### src/rtl/kmbox_spi_responder.sv
// SPI mode-0 slave for the kmbox link. Receives a fixed-length command frame
// per CS-low window, returns a status/counter response on MISO, and hands good
// frames to a valid/ready consumer.
module kmbox_spi_responder #(
  parameter int          FRAME_BITS = 64,
  parameter logic [7:0]  SYNC_BYTE  = 8'hA5
) (
  input  logic                  CLK,
  input  logic                  rst_n,
  input  logic                  spi_sck,
  input  logic                  spi_cs_n,
  input  logic                  spi_mosi,
  output logic                  spi_miso,
  output logic [FRAME_BITS-1:0] rx_data,
  output logic                  rx_valid,
  input  logic                  rx_ready,
  input  logic [31:0]           status_word,
  output logic                  frame_err,
  output logic                  overrun,
  output logic                  busy
);

  localparam int CW = $clog2(FRAME_BITS + 2);
  localparam logic [CW-1:0] CNT_FULL = CW'(FRAME_BITS);
  localparam logic [CW-1:0] CNT_SAT  = CW'(FRAME_BITS + 1);

  typedef enum logic [1:0] {IDLE, LOAD, SHIFT, DONE} state_t;

  state_t                  state;
  logic [2:0]              sck_q;
  logic [2:0]              cs_q;
  logic [1:0]              mosi_q;
  logic [1:0]              prime;
  logic                    armed;
  logic [FRAME_BITS-1:0]   rx_sr;
  logic [62:0]             tx_sr;
  logic [CW-1:0]           bit_cnt;
  logic [7:0]              good_cnt;
  logic [7:0]              err_cnt;
  logic [7:0]              last_cmd;
  logic [63:0]             resp;
  logic                    sck_rise;
  logic                    cs_fall;
  logic                    cs_rise;

  // Edge strobes come from the synchronized stage vs. the extra third stage.
  always_comb begin
    sck_rise = sck_q[1] & ~sck_q[2];
    cs_fall  = ~cs_q[1] & cs_q[2];
    cs_rise  = cs_q[1] & ~cs_q[2];
    busy     = ~cs_q[1];
    resp     = {SYNC_BYTE, last_cmd, good_cnt, err_cnt, status_word};
  end

  // Input synchronizers; 'armed' requires CS to be seen high after reset so a
  // frame interrupted by reset is never resumed mid-way.
  always_ff @(posedge CLK or negedge rst_n) begin
    if (!rst_n) begin
      sck_q  <= '0;
      cs_q   <= '1;
      mosi_q <= '0;
      prime  <= '0;
      armed  <= 1'b0;
    end else begin
      sck_q  <= {sck_q[1:0], spi_sck};
      cs_q   <= {cs_q[1:0], spi_cs_n};
      mosi_q <= {mosi_q[0], spi_mosi};
      if (prime != 2'd3) prime <= prime + 2'd1;
      if (prime == 2'd3 && cs_q[1]) armed <= 1'b1;
    end
  end

  // Frame FSM: response load, bit shifting, and end-of-frame bookkeeping.
  always_ff @(posedge CLK or negedge rst_n) begin
    if (!rst_n) begin
      state     <= IDLE;
      spi_miso  <= 1'b1;
      rx_data   <= '0;
      rx_valid  <= 1'b0;
      frame_err <= 1'b0;
      overrun   <= 1'b0;
      rx_sr     <= '0;
      tx_sr     <= '1;
      bit_cnt   <= '0;
      good_cnt  <= '0;
      err_cnt   <= '0;
      last_cmd  <= '0;
    end else begin
      frame_err <= 1'b0;
      overrun   <= 1'b0;
      // Consumption by default; a frame loading in DONE overrides this below.
      if (rx_valid && rx_ready) rx_valid <= 1'b0;
      case (state)
        IDLE: begin
          spi_miso <= 1'b1;
          if (cs_fall && armed) state <= LOAD;
        end
        LOAD: begin
          spi_miso <= resp[63];
          tx_sr    <= resp[62:0];
          rx_sr    <= '0;
          bit_cnt  <= '0;
          // CS already back high: a glitch, closed out as a zero-bit frame.
          state    <= cs_rise ? DONE : SHIFT;
        end
        SHIFT: begin
          if (cs_rise) begin
            state <= DONE;
          end else if (sck_rise) begin
            rx_sr    <= {rx_sr[FRAME_BITS-2:0], mosi_q[1]};
            spi_miso <= tx_sr[62];
            tx_sr    <= {tx_sr[61:0], 1'b1};
            if (bit_cnt != CNT_SAT) bit_cnt <= bit_cnt + CW'(1);
          end
        end
        DONE: begin
          spi_miso <= 1'b1;
          state    <= IDLE;
          if (bit_cnt == CNT_FULL) begin
            good_cnt <= good_cnt + 8'd1;
            last_cmd <= rx_sr[FRAME_BITS-1 -: 8];
            if (!rx_valid || rx_ready) begin
              rx_data  <= rx_sr;
              rx_valid <= 1'b1;
            end else begin
              overrun <= 1'b1;
            end
          end else begin
            frame_err <= 1'b1;
            if (err_cnt != 8'hFF) err_cnt <= err_cnt + 8'd1;
          end
        end
        default: state <= IDLE;
      endcase
    end
  end

endmodule

### config.mk
export PLATFORM = sky130hd
export DESIGN_NAME = kmbox_spi_responder
export DESIGN_NICKNAME = d
export VERILOG_FILES = /design/src/rtl/kmbox_spi_responder.sv
export SDC_FILE = /design/constraint.sdc
export NUM_CORES = 1
export LEC_CHECK = 0
export ABC_AREA = 1
export CAP_MARGIN = 25
export CELL_PAD_IN_SITES_DETAIL_PLACEMENT = 1
export CELL_PAD_IN_SITES_GLOBAL_PLACEMENT = 1
export CORE_MARGIN = 4
export CORE_UTILIZATION = 46
export CTS_BUF_LIST = sky130_fd_sc_hd__clkbuf_4 sky130_fd_sc_hd__clkbuf_8
export DETAILED_ROUTE_END_ITERATION = 12
export PLACE_DENSITY = 0.88
export SYNTH_ARGS = -nofsm -noshare
export SYNTH_HDL_FRONTEND = slang
export SYNTH_SLANG_ARGS = --single-unit
export TNS_END_PERCENT = 100
### constraint.sdc
create_clock -name CLK -period 1.9 [get_ports CLK]
set_input_delay 0.38 -clock CLK [delete_from_list [all_inputs] [get_ports CLK]]
set_output_delay 0.38 -clock CLK [all_outputs]
set_load 0.05 [all_outputs]
==> results, run 1 <==
- The met3 layer wire length in the routed design is 1.22 mm.
- The total I/O pin count is 107.
- Counting every instance in the synthesized netlist gives 1,010.
- The repair_antennas step left the layout with diodes totalling 0.
- The reg-to-reg critical path startpoint is bit_cnt[0].
- Setup repair after global routing could not meet its margin everywhere.
- The fraction of layout cells with a size suffix above 1 is 0.243.
- For the worst flop-to-flop path, the logic depth is 8.
- The pre-antenna-repair detailed-routing pass consisted of 5 iterations.
- The number of nets in the synthesized netlist is 1,060.
- At the pin with the least slew margin, the transition time is 0.547 ns.
- The number of warnings reported in the yosys synthesis log is 0.
- The async set or reset register ratio after synthesis is 1.00.
- The flow ran to the end, but the final reports show violations.
- The capturing element of the worst setup path is rx_data[1].
- The clock transition at the registers of the reported paths is 0.08 ns.
- Measured against the total synthesized area, the mux share comes to 0.00111.
- The die outline width is 157 um.
- Counting every sink on the clock net gives 239.
- The cell count after placement is 1,361.
- The initial utilization of the core area, before any placement, comes to 0.466.
- The residual antenna-violating net count after detailed routing is 0.
- The total placed instance area is 0.0115 mm2.
- The DRC violation total after the first TritonRoute iteration is 532.
- Of the total synthesized cell area, the portion taken by XOR and XNOR cells is 0.0103.
- TritonCTS created 41 clock buffers.
- The type of the worst setup path is reg -> reg.
- Summed over all layers, the global routing overflow is 0.
- The post-layout instance area is 0.0126 mm2.
- The headroom to the max-slew limit is 0.637.
- The type of element launching the critical path is a register.
- After detailed routing, the total wire length is 28.9 mm.
- Ranked by total cell area, the synthesized netlist is headed by sky130_fd_sc_hd__dfrtp_1 42%, sky130_fd_sc_hd__dfstp_2 17%, sky130_fd_sc_hd__nand2_1 7.8%.
- The maximum buffer depth of the clock tree is 3.
- The first global-routing pass estimated 42.3 mm of wire.
- The main combinational cell family by area after synthesis is compound AO/OA/AOI/OAI gates.
- The worst register-to-register path has a setup slack of -0.05 ns.
- The main flop type after synthesis is sky130_fd_sc_hd__dfrtp_1.
- The largest net degree at the start of global routing is 111.
- Of the available clock period, the critical path in the final layout requires 1.03.
- The fill cell instance count of the final layout is 2,356.
- In this run the vertical extent of the chip is 157 um.
- The worst register-to-register path ends at rx_data[1].
- The routed via count is 7,822.
- The number of distinct library cells after synthesis is 35.
- The share of the Yosys chip area taken by registers is 0.596.
- The residual DRC count is 0.
- Once routing completed, OpenROAD measured the worst setup slack at -0.0490 ns.
- Setup violations remaining at the end of the flow were counted as 5.
- The final number of hold-violating endpoints is 0.
- Buffers placed on the I/O ports in this run total 106.
- In this run the core area contains 54 standard-cell rows.
- The startpoint of the worst setup timing path is bit_cnt[0].
- The clock tree from TritonCTS is done.
- The largest fanout on the critical path is 24.
- After synthesis the netlist holds a flip-flop and latch count of 239.
- The worst slack at placement is 0.0656 ns.
- The number of enable flip-flop cells after synthesis is 0.
- In the final routed layout, each cell accounts on average for 20.0 um.
- The final number of max-transition violations was 0.
- The final core utilization is 0.576.
- The compound-gate portion of the synthesized area is 0.177.
- Across the whole layout, storage elements account for 0.00606 mm2.
- Of the post-synthesis cell area, the dominant cell type holds 0.423.
- The number of antenna violations at the first check in global routing is 0.
- The routed design could run at a clock period as short as 1.95 ns.
- The HPWL after detailed placement is 15.8 mm.
- The average instance in the mapped netlist occupies 10.1 um2.
- The floorplan step defined a die boundary enclosing 0.0246 mm2.
- Dividing total power by cell area gives a power density of 1270 mW/mm2.
- The synthesized design spends more area on one cell type than any other, namely sky130_fd_sc_hd__dfrtp_1.
- The final reports fail on setup timing.
- The length of routed met2 wiring is 14.9 mm.
- The leakage power figure is 0.00579 uW.
- The maximum achievable frequency is 0.513 GHz.
- The top routing layer in use is met4.
- For the worst setup path, the data required time is 2.37 ns.
- The path class of the tightest hold or removal check is in -> reg.
- The number of global-route vias before repair came to 8,273.
- The multi-input gate area in the final layout is 0.00326 mm2.
- The CTS root buffer is sky130_fd_sc_hd__clkbuf_8.
- By count the netlist is led by 212 x sky130_fd_sc_hd__nand2_1, 172 x sky130_fd_sc_hd__dfrtp_1, 151 x sky130_fd_sc_hd__inv_1, 69 x sky130_fd_sc_hd__o21ai_0, 67 x sky130_fd_sc_hd__dfstp_2.
- Of the total synthesized cell area, the portion taken by AND, OR, NAND and NOR gates is 0.109.
- Max-cap violations in this run came to 0.
- The total standard cell area after synthesis is 0.0102 mm2.
- The count of nets after finishing is 1,186.
- The worst voltage drop across the vdd grid is 733 uV.
- For the worst setup path, the data arrival time is 2.42 ns.
- After floorplanning, the core was sized to cover 0.0218 mm2.
- The area added between synthesis and finish is 23.6%.
- At the later pin of the worst-skew pair, clock insertion delay measures 0.57 ns.
- The count of non-filler cells in the finished layout is 1,447.
- For this run, the total global-route usage over all layers was measured as 0.210.
- The synthesized-area fraction occupied by adder cells is 0.0148.
- The vias per cell is 5.41.
- The detailed-routing wirelength on met1 is 11.8 mm.
- The global placer's final weighted congestion is 0.794.
- The type of element capturing the critical path is a register.
- The most frequent cell after synthesis is sky130_fd_sc_hd__nand2_1.
- The clock tree synthesis step divided the H-tree into 2 levels.
- Between clock sinks in the finished design, the worst skew comes to 0.0408 ns.
[worst max-delay path, cell delays in order (launching register included)]
cell and delay (ns):
sky130_fd_sc_hd__dfrtp_1 0.39, sky130_fd_sc_hd__inv_1 0.12, sky130_fd_sc_hd__ha_4 0.15, sky130_fd_sc_hd__nand3_2 0.11, sky130_fd_sc_hd__nor3_4 0.32, sky130_fd_sc_hd__nand3_4 0.17, sky130_fd_sc_hd__buf_12 0.18, sky130_fd_sc_hd__clkbuf_16 0.21
sky130_fd_sc_hd__o21ai_1 0.22
[report_power, final]
part           switching, uW  internal (uW)
registers                312           6200
clock network           2240           2850
logic                   2920           1450
total                   5480          10500
[worst min-delay path by stage]
stage / startpoint / endpoint / depth (start not counted)
final: spi_cs_n / cs_q[0] / 1
after global routing: spi_cs_n / cs_q[0] / 1
after floorplan: rst_n / armed / 0
after detailed placement: rst_n / frame_err / 1
after CTS: spi_cs_n / cs_q[0] / 1
after global placement: rst_n / frame_err / 1
[through the flow]
stage	total power (uW)	hold WS, ns	TNS, ns
floorplan	9170	0.0844	0
global placement	10300	0.324	0
detailed placement	10600	0.331	0
CTS	15700	0.208	0
global route	16900	0.203	-2.57
finish	16000	0.232	-0.109
[cell families after synthesis]
group | after synthesis
and+or+nand+nor | 268
xor gates and xnor gates | 12
adders and majority gates | 12
AOI/OAI and AO/OA | 268
buffers and inverters | 210
muxes | 1
DFF | 239
[layout by cell type (no fill, tap or decap), drive strengths merged]
| cell type | count |
|---|---|
| a21o | 1 |
| a21oi | 2 |
| a22oi | 3 |
| buf | 60 |
| bufinv | 1 |
| clkbuf | 68 |
| clkdlybuf4s15 | 2 |
| clkdlybuf4s50 | 36 |
| clkinv | 6 |
| dfrtp | 172 |
| dfstp | 67 |
| dlygate4sd2 | 35 |
| dlygate4sd3 | 1 |
| ha | 12 |
| inv | 156 |
| mux2 | 1 |
| nand2 | 216 |
| nand3 | 25 |
| nand3b | 2 |
| nand4 | 4 |
| nor2 | 20 |
| nor3 | 3 |
| o211ai | 55 |
| o21a | 1 |
| o21ai | 139 |
| o21bai | 1 |
| o22ai | 66 |
| xnor2 | 8 |
| xor2 | 4 |
[final cells by class]
| class | instances | share of cell area |
|---|---|---|
| Sequential cell | 239 | 0.482 |
| Multi-Input combinational cell | 563 | 0.259 |
| Timing Repair Buffer | 137 | 0.114 |
| Clock buffer | 65 | 0.0642 |
| Inverter | 154 | 0.0460 |
| Tap cell | 280 | 0.0279 |
| Clock inverter | 9 | 0.00637 |
[registers in the layout, indices dropped and copies added, names as in the netlist, 2 cells and up]
register / cells
cs_q: 3
prime: 2
rx_data: 64
rx_sr: 64
good_cnt: 8
err_cnt: 8
tx_sr: 63
state: 2
last_cmd: 8
mosi_q: 2
sck_q: 3
bit_cnt: 7
[metal layers]
| metal | vias to the layer above | global-route usage |
|---|---|---|
| met4 | 0 | 0.0653 |
| li1 | 3566 | - |
| met5 | - | 0 |
| met3 | 68 | 0.0382 |
| met2 | 198 | 0.370 |
| met1 | 3990 | 0.262 |
[repair_timing]
action                                 4_1_cts  5_1_grt
endpoints found under the hold margin       10        0
resized for setup                           38       14
gates cloned                                 0        5
buffers inserted                             0        6
pin swaps                                    1        3
hold buffers                                 1        0
setup endpoints to repair                   41       89
Note: power is estimated with default switching activity, not from simulation.
==> inputs of run 2 (changes only) <==
==> constraint.sdc (replaced) <==
create_clock -name CLK -period 1.8 [get_ports CLK]
set_input_delay 0.36 -clock CLK [delete_from_list [all_inputs] [get_ports CLK]]
set_output_delay 0.36 -clock CLK [all_outputs]
set_load 0.05 [all_outputs]
==> results, run 2 (same netlist as run 1, synthesis figures left out) <==
- The largest registers in the layout are rx_data: 64 flops, rx_sr: 64 flops, tx_sr: 63 flops.
- From synthesis to final layout, the design area changed by 24.8%.
- The layout has 2,369 filler cells.
- The library cells used most frequently in the layout, excluding fill and tap cells, are 202 x sky130_fd_sc_hd__nand2_1, 172 x sky130_fd_sc_hd__dfrtp_1, 146 x sky130_fd_sc_hd__inv_1, 89 x sky130_fd_sc_hd__buf_4, 67 x sky130_fd_sc_hd__dfstp_2.
- The final number of max-transition violations is 0.
- The aggregate routed wire length is 29.1 mm.
- The largest net degree at the start of global routing is 85.
- The number of antenna violations at the first check in global routing is 0.
- During placement, the flow inserted port buffers numbering 106.
- Based on the critical path, the design can be clocked at up to 0.556 GHz.
- The worst min-delay path class is in -> reg.
- After floorplanning, the core was sized to cover 0.0218 mm2.
- STA classifies the critical path startpoint as a register.
- The critical path's largest stage delay is 0.43 ns.
- The areal power density over the cells is 1340 mW/mm2.
- The number of clock sinks is 239.
- The floorplan has 54 rows.
- In the routed layout, each cell is associated on average with a via count of 5.41.
- The leakage power figure is 0.00578 uW.
- The worst-case clock skew is 0.0368 ns.
- The flow ran to the end, and the final reports show no timing, DRC or antenna violations.
- The slew at the pin closest to its max-slew limit is 0.441 ns.
- The number of global-route vias before repair is 8,445.
- The worst voltage drop across the vdd grid is 749 uV.
- Timing analysis after detailed placement gives a worst setup slack of -0.0730 ns.
- In this run the remaining antenna-violating nets after routing total 0.
- In the final routed layout, each cell accounts on average for 20.0 um.
- The multi-input gate area in the final layout is 0.00329 mm2.
- The total track usage is 0.224.
- The die covers 0.0246 mm2.
- Of the cells placed in the final design, the portion with a size suffix greater than 1 is 0.295.
- The final antenna diode count is 0.
- Setup repair after global routing could not meet its margin everywhere.
- The number of endpoints failing setup at the final stage is 0.
- The die is 157 um wide.
- The slack of the critical path is 0.00215 ns.
- The congestion estimate from routability-driven global placement came to 0.818.
- The first routing iteration left 561 violations.
- The required time of the critical path is 2.20 ns.
- The type of element capturing the critical path is a register.
- Subtracting the final worst setup slack from the clock period gives 1.80 ns.
- In the routed design, unresolved DRC markers number 0.
- The final hold slack is 0.238 ns.
- The clock latency reported for the late side of the worst-skew pair is 0.56 ns.
- The first-pass GRT wire length is 44.3 mm.
- The headroom to the max-slew limit is 0.706.
- The CTS root buffer is sky130_fd_sc_hd__clkbuf_8.
- The count of nets after finishing is 1,199.
- Once layout is complete, the cells apart from fillers number 1,460.
- The cell count after placement is 1,372.
- The type of the worst setup path is reg -> reg.
- The effective utilization at floorplan is 0.466.
- The total overflow left after global routing is 0.
- The die boundary height is 157 um.
- The HPWL after detailed placement is 16.1 mm.
- TritonCTS built the clock tree.
- The signal on the critical path passes through inv_1, buf_4, ha_4, inv_1, o21ai_2, inv_2, buf_4, nand3_1, nand2_1.
- For this run, the share of the core covered by cells in the final layout is 0.582.
- Of all nets on the critical path, the largest fanout is 7.
- The routed via count is 7,892.
- The portion of the clock cycle consumed by the worst path in the final layout is 0.999.
- The H-tree was split into 2 levels.
- Before antenna repair, the detailed router went through 7 iterations.
- Max-cap violations in this run came to 0.
- The maximum buffer depth of the clock tree is 3.
- The final number of hold-violating endpoints is 0.
- Clock-pin slew was measured on the worst setup and hold paths at 0.06 ns.
- The total I/O pin count is 107.
- The number of buffers inserted during clock tree synthesis is 41.
- The completed layout was analyzed and its total power is 17,000 uW.
- Data on the critical path arrives at its endpoint at 2.20 ns.
- The leading cell type in the layout, fill and taps excluded is sky130_fd_sc_hd__nand2_1.
- The area of all sequential standard cells is 0.00606 mm2.
- The largest individual stage delay along the critical path comes from the cell sky130_fd_sc_hd__dfrtp_1.
-- run 2: stage by stage --
stage          TNS (ns)  area (um2)
6_report              0       12700
3_3_place_gp          0       11500
2_1_floorplan         0       10200
5_1_grt           -1.36       12700
3_5_place_dp     -0.840       11500
4_1_cts               0       12500
-- run 2: area by class of cell --
type,instances,share of cell area
inverter,154,0.0455
tap,280,0.0276
clock inverter,8,0.00591
multi-input combinational,563,0.259
timing repair buffer,150,0.119
sequential,239,0.477
clock buffer,66,0.0651
-- run 2: critical path: cells and delay by family, from the launching register on --
kind	cells	cell delay, ns
flip-flops	1	0.43
AND/OR/NAND/NOR	2	0.22
AO/OA/AOI/OAI	1	0.24
buffers and inverters	5	0.60
adder cells (fa/ha/maj)	1	0.18
-- run 2: timing repair --
item / CTS / global route
resized for setup: 8 / 25
pin swaps: 2 / 3
hold buffers: 1 / 0
setup buffers: 2 / 3
endpoints found under the hold margin: 24 / 0
cloned: 2 / 6
setup endpoints to repair: 103 / 130
-- run 2: worst paths after layout --
path / slack [ns] / start / cells after the start / end
max in group asynchronous: 0.81 / rst_n / 3 / tx_sr[62]
hold / removal: 0.24 / spi_cs_n / 1 / cs_q[0]
setup reg to reg: 0.002 / state[0] / 9 / bit_cnt[4]
hold reg to reg: 0.36 / cs_q[0] / 0 / cs_q[1]
min in group asynchronous: 0.28 / rst_n / 2 / err_cnt[5]
setup / recovery: 0.002 / state[0] / 9 / bit_cnt[4]
-- run 2: metal layers --
layer	track usage	vias to the layer above	part of all wire
met5	0	-	0
met3	0.0379	76	0.039
met4	0.0905	0	0.040
met1	0.281	4007	0.42
li1	-	3598	-
met2	0.385	211	0.50
-- run 2: power breakdown --
group          leakage, uW  total (uW)  internal, uW  switching [uW]
Combinational      0.00223        4770          1640            3140
Sequential         0.00307        6860          6540             319
Clock             0.000485        5350          3070            2280
Total              0.00578       17000         11300            5740
==> inputs of run 3 (changes only) <==
--- a/config.mk
+++ b/config.mk
@@ -13,6 +13,7 @@
 export CORE_UTILIZATION = 46
 export CTS_BUF_LIST = sky130_fd_sc_hd__clkbuf_4 sky130_fd_sc_hd__clkbuf_8
 export DETAILED_ROUTE_END_ITERATION = 12
+export GPL_TIMING_DRIVEN = 0
 export PLACE_DENSITY = 0.88
 export SYNTH_ARGS = -nofsm -noshare
 export SYNTH_HDL_FRONTEND = slang
==> results, run 3 (same netlist as run 1, synthesis figures left out) <==
- The run finished, with violations left.
- The final reports fail on setup timing.
- The total net switching power is 5890 uW.
- After detailed routing, the number of remaining DRC violations is 0.
- The multi-input combinational cells in the finished layout cover a total of 0.00342 mm2.
- After the first detailed-routing iteration, the DRC count stood at 522.
- For this design the static power due to leakage is 0.00585 uW.
- Measured against its own limit, the worst slew margin works out to 0.593.
- The aggregate routed wire length is 30.8 mm.
- The number of levels in the clock H-tree is 2.
- For met2 alone, demand over resource in global routing was 0.406.
- In this run the remaining antenna-violating nets after routing total 0.
- Setup violations remaining at the end of the flow were counted as 2.
- The area of all sequential standard cells is 0.00606 mm2.
- The final number of hold-violating endpoints came to 0.
- The number of antenna violations at the first check in global routing came to 2.
- The clock transition at the registers of the reported paths is 0.07 ns.
- The cell count after placement is 1,398.
- The routed via count is 8,163.
- The type of element launching the critical path is a register.
- The count of nets after finishing is 1,234.
- The worst setup path is captured at a register.
- For met1 alone, demand over resource in global routing was 0.310.
- The largest registers in the layout are rx_data: 64 flops, rx_sr: 64 flops, tx_sr: 63 flops.
- At the end of the flow the core is filled with cells to 0.597.
- The critical path goes through inv_2, ha_2, buf_6, nand3_4, nand2_8, buf_12, buf_2, o22ai_1.
- The slew at the pin closest to its max-slew limit is 0.611 ns.
- The first detailed-routing pass ran for 5 iterations.
- The total placed instance area is 0.0116 mm2.
- The critical-path cell with the highest stage delay is sky130_fd_sc_hd__dfrtp_1.
- In this run the power density over the cells is 1320 mW/mm2.
- The switching share of power is 0.342.
- The share of total power in sequential cells is 0.398.
- Leaving out fill and tap cells, the most frequent cells in the layout are 177 x sky130_fd_sc_hd__nand2_1, 172 x sky130_fd_sc_hd__dfrtp_1, 147 x sky130_fd_sc_hd__inv_1, 67 x sky130_fd_sc_hd__o21ai_0, 67 x sky130_fd_sc_hd__dfstp_2.
- The effective utilization at floorplan is 0.466.
- Entering global routing, the biggest net connects 110 pins.
- The final critical-path required period is 1.84 ns.
- The vias per cell is 5.47.
- The standard-cell row count is 54.
- The maximum achievable frequency is 0.543 GHz.
- The maximum buffer depth of the clock tree is 3.
- Across the VDD grid, the largest voltage drop is 637 uV.
- Compared with the post-synthesis result, the final layout area differs by 28.0%.
- The total track usage is 0.239.
- The final total power is 17,200 uW.
- Setup repair after global routing could not meet its margin everywhere.
- Port buffering added 106 buffers.
- The internal power component is 11,300 uW.
- The final number of max-transition violations was 0.
- The worst endpoint data arrival time is 2.25 ns.
- Clock tree synthesis found a total of 239 sinks.
- Clock skew on the completed layout was measured at 0.0313 ns.
- Across all setup checks in the final design, the least slack found is -0.0405 ns.
- The die boundary height is 157 um.
- The max capacitance violation total is 0.
- The number of global-route vias before repair was 8,927.
- The first-pass GRT wire length is 47.2 mm.
- The met3 track demand over resource is 0.0393.
- The total I/O pin count is 107.
- The clock tree from TritonCTS is done.
- The global placer's final weighted congestion is 0.817.
- Of the total power, combinational logic draws 0.292.
- Along the worst path, the maximum fanout reaches 10.
- The die covers 0.0246 mm2.
- Leaving out filler cells and counting taps, the final layout contains 1,492.
- The critical path is of the reg -> reg type.
- The portion of the clock cycle consumed by the worst path in the final layout is 1.02.
- Leaving out fill and tap cells, the most frequent cell in the layout is sky130_fd_sc_hd__nand2_1.
- Data on the critical path is required at its endpoint by 2.21 ns.
- The core region is 0.0218 mm2.
- The post-layout instance area is 0.0130 mm2.
- The critical path's largest stage delay is 0.41 ns.
- The global routing stage identified its most utilized layer as met2.
- The routed length per placed instance is 20.6 um.
- The HPWL after detailed placement is 17.3 mm.
- The clock group share of total power is 0.311.
- The clock latency reported for the late side of the worst-skew pair is 0.55 ns.
- The fill cell instance count of the final layout is 2,387.
- In this run, CTS created clock tree buffers numbering 41.
- The remaining global-route overflow is 0.
- In the final layout, the share of cells above drive strength 1 is 0.330.
- The cell sitting at the root of the clock tree is a sky130_fd_sc_hd__clkbuf_8.
- The worst min-delay path class is in -> reg.
- The die is 157 um wide.
run 3: final cells by class:
type | instances | area share
well taps | 280 | 0.0269
clock inverters | 4 | 0.00567
inverters | 154 | 0.0444
flip-flops and latches | 239 | 0.466
clock buffers | 65 | 0.0615
diodes | 2 | 0.000384
multi-input cells | 562 | 0.262
repair buffers | 131 | 0.0943
plain buffers | 55 | 0.0388
run 3: per-layer routing:
metal	vias to the layer above	routed length, um
li1	3670	-
met1	4202	13000
met2	213	15700
met3	78	1170
met4	0	950
met5	-	0
run 3: timing repair:
action	4_1_cts	5_1_grt
pin swaps	5	7
hold endpoints to repair	31	0
hold buffers	1	0
gates resized for setup	219	122
buffers inserted	12	5
endpoints found under the setup margin	266	259
cloned	3	4
run 3: metrics by stage:
stage	hold slack, ns	setup TNS, ns	setup slack, ns
floorplan	0.0644	0	0.163
global placement	0.336	-2149.54	-9.72
detailed placement	0.240	-51.14	-0.479
CTS	0.210	-0.136	-0.0184
global route	0.207	-2.96	-0.104
finish	0.236	-0.0451	-0.0405
run 3: path summary, 6_finish.rpt:
check / depth (start not counted) / to / start / slack (ns)
worst max-delay path: 8 / rx_sr[16] / state[0] / -0.04
worst min-delay path: 1 / cs_q[0] / spi_cs_n / 0.24
worst max register to register: 8 / rx_sr[16] / state[0] / -0.04
worst min register to register: 0 / sck_q[1] / sck_q[0] / 0.35
max in group asynchronous: 4 / sck_q[0] / rst_n / 0.21
min in group asynchronous: 2 / err_cnt[5] / rst_n / 0.27
run 3: power groups by stage:
stage,combinational (uW),clock (uW),sequential (uW)
3_3_place_gp,3870,0,6890
4_1_cts,4590,5360,6830
2_1_floorplan,2780,0,6900
6_report,5020,5350,6850
3_5_place_dp,4150,0,6920
5_1_grt,5560,5710,6920
run 3: critical path: cells and delay by family, from the launching register on:
family          cells  cell delay (ns)
buf+inv             4             0.65
flops               1             0.41
simple gates        2             0.27
fa+ha+maj           1             0.21
compound gates      1             0.15
